`src/rtl/decimal_multiple_accumulator_if.sv`:
```
// Handshake and data bundle between a multiplier control/source block and
// the decimal multiple accumulator.
//   start          begin a multiplication (sampled only while the accumulator is idle)
//   y_bcd          multiplier Y, BCD 8421, N_DIGITS digits
//   x1..x5_4221    multiples 1X..5X, 4221 coded, N_DIGITS+1 digits each
//   busy           accumulation in progress
//   done           one-cycle pulse when p_bcd is valid
//   err            raised with done when any Y digit exceeded 9
//   p_bcd          2*N_DIGITS-digit BCD product
interface decimal_multiple_accumulator_if #(
  parameter int unsigned N_DIGITS = 4
);
  localparam int unsigned YW = 4 * N_DIGITS;
  localparam int unsigned XW = 4 * (N_DIGITS + 1);
  localparam int unsigned PW = 8 * N_DIGITS;

  logic          start;
  logic [YW-1:0] y_bcd;
  logic [XW-1:0] x1_4221;
  logic [XW-1:0] x2_4221;
  logic [XW-1:0] x3_4221;
  logic [XW-1:0] x4_4221;
  logic [XW-1:0] x5_4221;
  logic          busy;
  logic          done;
  logic          err;
  logic [PW-1:0] p_bcd;

  modport master (
    output start, y_bcd, x1_4221, x2_4221, x3_4221, x4_4221, x5_4221,
    input  busy, done, err, p_bcd
  );

  modport slave (
    input  start, y_bcd, x1_4221, x2_4221, x3_4221, x4_4221, x5_4221,
    output busy, done, err, p_bcd
  );
endinterface

```
`src/rtl/decimal_multiple_accumulator.sv`:
```
// Sequential decimal multiple accumulator. Walks the BCD multiplier one digit
// per step (LSD first), adds the selected 4221 multiples (recoded to 8421 at
// capture) into a decimal accumulator and shifts one digit out per step,
// producing the full 2*N_DIGITS-digit BCD product.
// Ports:
//   clk   rising-edge clock
//   rst   asynchronous active-high reset
//   bus   slave side of decimal_multiple_accumulator_if (start, y_bcd,
//         x1..x5_4221 in; busy, done, err, p_bcd out)
// Build option: define DECMUL_FAST_DIGIT_EN to skip the X5 cycle for digits
// 0..4 (and invalid digits), giving data-dependent latency.
module decimal_multiple_accumulator #(
  parameter int unsigned N_DIGITS = 4
) (
  input logic                          clk,
  input logic                          rst,
  decimal_multiple_accumulator_if.slave bus
);
  localparam int unsigned YW = 4 * N_DIGITS;
  localparam int unsigned HW = 4 * (N_DIGITS + 1);
  localparam int unsigned LW = 4 * N_DIGITS;
  localparam int unsigned PW = 8 * N_DIGITS;
  localparam int unsigned IW = (N_DIGITS > 1) ? $clog2(N_DIGITS) : 1;

  typedef enum logic [1:0] {IDLE, ADD_A, ADD_B, DONE} state_t;

  state_t             state, state_n;
  logic [YW-1:0]      y_q;
  logic [4:0][HW-1:0] x_q;      // x_q[k] holds multiple (k+1)X in 8421
  logic [HW-1:0]      acc_hi;
  logic [LW-1:0]      acc_lo;
  logic [IW-1:0]      idx;
  logic               err_flag;
  logic               busy_q, done_q, err_q;
  logic [PW-1:0]      p_q;

  logic [3:0]         digit_c, digit_v_c, low_sel_c;
  logic               digit_ok_c, hi_sel_c, last_c;
  logic [HW-1:0]      addend_c, sum_c;

  // 4221 -> 8421 per digit: 4*b3 + 2*b2 + 2*b1 + b0
  function automatic logic [HW-1:0] recode_4221(input logic [HW-1:0] v);
    logic [HW-1:0] r;
    logic [3:0]    c;
    r = '0;
    for (int i = 0; i < int'(N_DIGITS + 1); i++) begin
      c = v[4*i +: 4];
      r[4*i +: 4] = {1'b0, c[3], 2'b00} + {2'b00, c[2], 1'b0}
                  + {2'b00, c[1], 1'b0} + {3'b000, c[0]};
    end
    return r;
  endfunction

  // Decimal add with per-digit carry; the final carry is provably zero.
  function automatic logic [HW-1:0] bcd_add(input logic [HW-1:0] a, input logic [HW-1:0] b);
    logic [HW-1:0] s;
    logic [4:0]    t;
    logic          cy;
    s  = '0;
    cy = 1'b0;
    for (int i = 0; i < int'(N_DIGITS + 1); i++) begin
      t = {1'b0, a[4*i +: 4]} + {1'b0, b[4*i +: 4]} + {4'b0000, cy};
      if (t > 5'd9) begin
        t  = t - 5'd10;
        cy = 1'b1;
      end else begin
        cy = 1'b0;
      end
      s[4*i +: 4] = t[3:0];
    end
    return s;
  endfunction

`ifdef DECMUL_FAST_DIGIT_EN
  // Digits with no X5 contribution need no ADD_A cycle.
  function automatic logic skip_a(input logic [3:0] d);
    return (d < 4'd5) || (d > 4'd9);
  endfunction
`endif

  // Digit decode and multiple selection for the current step
  always_comb begin
    digit_c    = y_q[{idx, 2'b00} +: 4];
    digit_ok_c = (digit_c <= 4'd9);
    digit_v_c  = digit_ok_c ? digit_c : 4'd0;
    hi_sel_c   = (digit_v_c >= 4'd5);
    low_sel_c  = hi_sel_c ? (digit_v_c - 4'd5) : digit_v_c;
    last_c     = (idx == IW'(N_DIGITS - 1));
    addend_c   = '0;
    if (state == ADD_B) begin
      case (low_sel_c)
        4'd1:    addend_c = x_q[0];
        4'd2:    addend_c = x_q[1];
        4'd3:    addend_c = x_q[2];
        4'd4:    addend_c = x_q[3];
        default: addend_c = '0;
      endcase
    end else if (hi_sel_c) begin
      addend_c = x_q[4];
    end
    sum_c = bcd_add(acc_hi, addend_c);
  end

  // State register
  always_ff @(posedge clk or posedge rst) begin
    if (rst) state <= IDLE;
    else     state <= state_n;
  end

  // Next-state logic
  always_comb begin
    state_n = state;
    case (state)
      IDLE: begin
        if (bus.start) begin
`ifdef DECMUL_FAST_DIGIT_EN
          state_n = skip_a(bus.y_bcd[3:0]) ? ADD_B : ADD_A;
`else
          state_n = ADD_A;
`endif
        end
      end
      ADD_A: state_n = ADD_B;
      ADD_B: begin
        if (last_c) begin
          state_n = DONE;
        end else begin
`ifdef DECMUL_FAST_DIGIT_EN
          state_n = skip_a(y_q[{IW'(idx + IW'(1)), 2'b00} +: 4]) ? ADD_B : ADD_A;
`else
          state_n = ADD_A;
`endif
        end
      end
      DONE:    state_n = IDLE;
      default: state_n = IDLE;
    endcase
  end

  // Operand capture, accumulation, digit shift and result registers
  always_ff @(posedge clk or posedge rst) begin
    if (rst) begin
      y_q      <= '0;
      x_q      <= '0;
      acc_hi   <= '0;
      acc_lo   <= '0;
      idx      <= '0;
      err_flag <= 1'b0;
      busy_q   <= 1'b0;
      done_q   <= 1'b0;
      err_q    <= 1'b0;
      p_q      <= '0;
    end else begin
      busy_q <= (state_n == ADD_A) || (state_n == ADD_B);
      done_q <= (state == DONE);
      err_q  <= (state == DONE) && err_flag;
      case (state)
        IDLE: begin
          if (bus.start) begin
            y_q      <= bus.y_bcd;
            x_q[0]   <= recode_4221(bus.x1_4221);
            x_q[1]   <= recode_4221(bus.x2_4221);
            x_q[2]   <= recode_4221(bus.x3_4221);
            x_q[3]   <= recode_4221(bus.x4_4221);
            x_q[4]   <= recode_4221(bus.x5_4221);
            acc_hi   <= '0;
            acc_lo   <= '0;
            idx      <= '0;
            err_flag <= 1'b0;
          end
        end
        ADD_A: acc_hi <= sum_c;
        ADD_B: begin
          // LSD of the new sum retires into acc_lo
          acc_hi <= {4'b0000, sum_c[HW-1:4]};
          acc_lo <= {sum_c[3:0], acc_lo[LW-1:4]};
          idx    <= idx + IW'(1);
          if (!digit_ok_c) err_flag <= 1'b1;
        end
        DONE:    p_q <= {acc_hi[LW-1:0], acc_lo};
        default: ;
      endcase
    end
  end

  assign bus.busy  = busy_q;
  assign bus.done  = done_q;
  assign bus.err   = err_q;
  assign bus.p_bcd = p_q;
endmodule

```
`src/flat_wrapper.sv`:
```
// flat-port wrapper written by rule: the top's interface ports become plain ports
module decimal_multiple_accumulator_flat 
#(
  parameter int unsigned N_DIGITS = 4
)
  (clk, rst, bus_start, bus_y_bcd, bus_x1_4221, bus_x2_4221, bus_x3_4221, bus_x4_4221, bus_x5_4221, bus_busy, bus_done, bus_err, bus_p_bcd);
  decimal_multiple_accumulator_if #(.N_DIGITS(N_DIGITS)) bus_i ();
  input logic clk;
  input logic rst;
  input wire logic [$bits(bus_i.start)-1:0] bus_start;
  input wire logic [$bits(bus_i.y_bcd)-1:0] bus_y_bcd;
  input wire logic [$bits(bus_i.x1_4221)-1:0] bus_x1_4221;
  input wire logic [$bits(bus_i.x2_4221)-1:0] bus_x2_4221;
  input wire logic [$bits(bus_i.x3_4221)-1:0] bus_x3_4221;
  input wire logic [$bits(bus_i.x4_4221)-1:0] bus_x4_4221;
  input wire logic [$bits(bus_i.x5_4221)-1:0] bus_x5_4221;
  output wire logic [$bits(bus_i.busy)-1:0] bus_busy;
  output wire logic [$bits(bus_i.done)-1:0] bus_done;
  output wire logic [$bits(bus_i.err)-1:0] bus_err;
  output wire logic [$bits(bus_i.p_bcd)-1:0] bus_p_bcd;
  assign bus_i.start = bus_start;
  assign bus_i.y_bcd = bus_y_bcd;
  assign bus_i.x1_4221 = bus_x1_4221;
  assign bus_i.x2_4221 = bus_x2_4221;
  assign bus_i.x3_4221 = bus_x3_4221;
  assign bus_i.x4_4221 = bus_x4_4221;
  assign bus_i.x5_4221 = bus_x5_4221;
  assign bus_busy = bus_i.busy;
  assign bus_done = bus_i.done;
  assign bus_err = bus_i.err;
  assign bus_p_bcd = bus_i.p_bcd;
  decimal_multiple_accumulator #(.N_DIGITS(N_DIGITS)) u_core (.clk(clk), .rst(rst), .bus(bus_i));
endmodule
```
`config.mk`:
```
export PLATFORM = sky130hd
export DESIGN_NAME = decimal_multiple_accumulator_flat
export DESIGN_NICKNAME = d
export VERILOG_FILES = /design/src/rtl/decimal_multiple_accumulator_if.sv /design/src/rtl/decimal_multiple_accumulator.sv /design/src/flat_wrapper.sv
export SDC_FILE = /design/constraint.sdc
export NUM_CORES = 1
export LEC_CHECK = 0
export ABC_AREA = 1
export CAP_MARGIN = 25
export CORE_MARGIN = 3
export CORE_UTILIZATION = 54
export DETAILED_ROUTE_END_ITERATION = 12
export GPL_ROUTABILITY_DRIVEN = 0
export GPL_TIMING_DRIVEN = 0
export PLACE_DENSITY = 0.87
export SLEW_MARGIN = 5
export SYNTH_ARGS = -nofsm -noshare
export SYNTH_HDL_FRONTEND = slang
export SYNTH_SLANG_ARGS = --single-unit
```
`constraint.sdc`:
```
create_clock -name clk -period 14.5 [get_ports clk]
set_clock_uncertainty 0.1 [all_clocks]
set_input_delay 4.35 -clock clk [delete_from_list [all_inputs] [get_ports clk]]
set_output_delay 4.35 -clock clk [all_outputs]
set_load 0.01 [all_outputs]
```
==> out/qor.csv <==
metric,value,unit
run status,"finished, final reports clean",
critical path class,reg -> reg,
"Area growth, synth to finish",24.05,%
met3 routed WL,2.401,mm
first-pass GRT wire length,45.25,mm
CP Launch Type,register,
Sequential Area,4805,sq um
Yosys cell types,40,
Pwr Density,239.2,nW/um^2
TritonRoute pass-1 iters,5,
die area,20630,sq um
ys async rst share,100.0,%
CTS HTree Levels,4,
DRC,0,
post-synth top area cell,dfrtp_1,
CTS buffer count,17,
TNS Setup,0,ns
Setup crit start,u_core.idx[0],
Max-Slew Margin vs Limit,50.89,%
Mapped Cells,1222,
Yosys reg bits,192,
CTS tree,built,
Post-CTS Hold Buffers,0,
slowest CP cell,fa_1,
CP Data Arrival Time,11.35,ns
CP required,14.70,ns
"Seq/Total Area, Yosys",46.97,%
Hold Crit Class,reg -> reg,
Critical Path Sink,u_core.acc_hi[14],
vias in the first global route,9118,
Yosys top cell area share,46.97,%
Worst-Margin Slew,0.7366,ns
RR Endpoint,u_core.acc_hi[14],
Root Driver,clkbuf_16,
Port Buffers,153,
wl on met1,10.80,mm
Post-synth EDFFs,0,
reg2reg path depth,60,
"commonest non-fill, non-tap cell in the layout",nand2_1,
worst-path fanout max,10,
"top cells by area, synth","dfrtp_1 47%, nand2_1 18%, ha_1 9.9%",
Initial DRC Count,920,
"Avg Cell Area, Syn",8.371,sq um
die width,143.6,um
clk slew on worst S/H paths,0.07,ns
Post-CTS Setup Inserts,0,
die extent in y,143.6,um
total stage count of the critical path,60,
Core Region,18270,sq um
Worst setup EP type,register,
multi-input logic area,4905,sq um
initial core utilization,55.99,%
Synth warnings,0,
final hold vios,0,
largest net degree at the start of global routing,121,
vias per std cell,5.614,
Filler Cell Count,1416,
CTS resizes,0,
fin nets,1604,
Period minus WS final,11.15,ns
synthesized area,10230,sq um
Synth Flop Type,dfrtp_1,
Worst VDD drop,0.0001670,V
# rows,49,
Max Cap Viol,0,
"CP delay by family, top",adder cells,
number of diodes,0,
hpwl dp,21.21,mm
leakage dissipation,0.006500,uW
DR vias,9190,
"commonest cells after routing, fill and taps aside","484 x nand2_1, 192 x dfrtp_1, 153 x clkdlybuf4s50_1",
Top Layer Used,met4,
GRT overflow,0,
Reg-to-Reg Start,u_core.idx[0],
Worst Path Buf+Inv,15,
initial antenna violation count,0,
syn nets,1431,
endpoints failing setup,0,
Ports,154,
Final Util,69.46,%
met2 WL post-DR,13.61,mm
"Slew Viols, Final",0,
worst-skew pair later-pin latency,0.44,ns
gr usage total,28.08,%
Longest Clk Path Bufs,2,
cell seen most often among critical-path stages,inv_1,
RSZ-0062 raised after global routing,no,
FMAX,89.71,MHz
post-route clock period utilization,76.87,%
share of cells above drive strength 1,5.824,%
Worst path max stage delay,0.56,ns
final wirelength,28.05,mm
Routed Antenna Nets,0,
R2R Setup Slk,3.35,ns
wire length per cell,17.13,um
CTS Sinks,192,
## kinds of logic (layout without fill, tap and decap cells)
group | count (synthesis) | after routing | share of synthesized area, %
AOI/OAI and AO/OA | 125 | 125 | 7.069
xor gates and xnor gates | 18 | 18 | 1.541
adders and majority gates | 90 | 90 | 11.67
buffers and inverters | 127 | 313 | 5.088
DFF | 192 | 192 | 46.97
muxes | 17 | 17 | 1.871
and+or+nand+nor | 653 | 653 | 25.80
## stage by stage
stage | instances | hold WS [ns] | total power (uW) | cell area [sq um] | setup slack [ns]
2_1_floorplan | 1222 | 0.3370 | 1974 | 10230 | 4.823
3_3_place_gp | 1604 | 0.3616 | 2415 | 12050 | 2.657
3_5_place_dp | 1605 | 0.3654 | 2490 | 12080 | 3.797
4_1_cts | 1637 | 0.3845 | 2995 | 12690 | 3.688
5_1_grt | 1637 | 0.4057 | 3251 | 12690 | 2.711
6_report | 1637 | 0.3866 | 3036 | 12690 | 3.353
## area by class of cell
type	instances	area share, %
buffer	57	2.031
clock buffer	18	3.461
clock inverter	14	1.321
inverter	70	2.130
multi-input combinational	903	38.65
sequential	192	37.86
tap	229	2.258
timing repair buffer	154	12.29
## power by group
group	leakage [uW]	switching, uW	total, uW	internal (uW)
Combinational	0.00373	1090	1650	566
Clock	0.000286	224	488	265
Sequential	0.00248	149	894	745
Total	0.00650	1460	3040	1580
## synthesized netlist by cell type, types with 2 or more instances
| library cell | instances |
|---|---|
| nor2_2 | 2 |
| fa_1 | 9 |
| mux2_2 | 17 |
| o22ai_1 | 13 |
| a21o_1 | 2 |
| a22oi_1 | 3 |
| o211ai_1 | 6 |
| nor2_1 | 50 |
| nand4_1 | 11 |
| xnor2_1 | 5 |
| buf_4 | 5 |
| nand2_2 | 7 |
| clkbuf_1 | 38 |
| xor2_1 | 13 |
| dfrtp_1 | 192 |
| buf_6 | 2 |
| a21oi_1 | 37 |
| inv_2 | 4 |
| ha_1 | 81 |
| o21ai_1 | 9 |
| buf_1 | 4 |
| inv_1 | 64 |
| nand2_1 | 484 |
| o221ai_1 | 5 |
| o21bai_1 | 3 |
| o21ai_0 | 39 |
| nand3_1 | 95 |
| clkinv_1 | 2 |
| buf_2 | 8 |
| a211oi_1 | 2 |
## layer usage
| layer | vias up | global-route usage (%) |
|---|---|---|
| li1 | 4311 | - |
| met1 | 4293 | 35.25 |
| met2 | 488 | 46.62 |
| met3 | 98 | 6.389 |
| met4 | 0 | 12.74 |
| met5 | - | 0 |
## worst reg2reg max path, delay by kind of cell, from the launching register on
family | cells | cell delay, ns
AO/OA/AOI/OAI | 10 | 1.82
XOR/XNOR | 3 | 0.79
adder cells (fa/ha/maj) | 13 | 4.14
buffers and inverters | 15 | 1.54
flip-flops | 1 | 0.43
AND/OR/NAND/NOR | 19 | 2.20
## flip-flops by register name, summed over array words and instances, names as in the netlist
register,count
u_core.idx,2
u_core.x_q,100
u_core.acc_hi,20
u_core.bus.busy,1
u_core.bus.done,1
u_core.state,2
u_core.y_q,16
u_core.err_flag,1
u_core.bus.p_bcd,32
u_core.acc_lo,16
u_core.bus.err,1
## how the worst min path moves through the flow
stage	startpoint	endpoint	slack [ns]	cells past startpoint
after floorplan	u_core.err_flag	u_core.bus.err	0.34	2
after global placement	u_core.x_q[95]	u_core.x_q[95]	0.36	2
after detailed placement	u_core.x_q[63]	u_core.x_q[63]	0.37	2
after CTS	u_core.x_q[63]	u_core.x_q[63]	0.38	2
after global routing	u_core.y_q[12]	u_core.y_q[12]	0.41	2
final	u_core.y_q[12]	u_core.y_q[12]	0.39	2
Power figures use the tool's default switching activity.
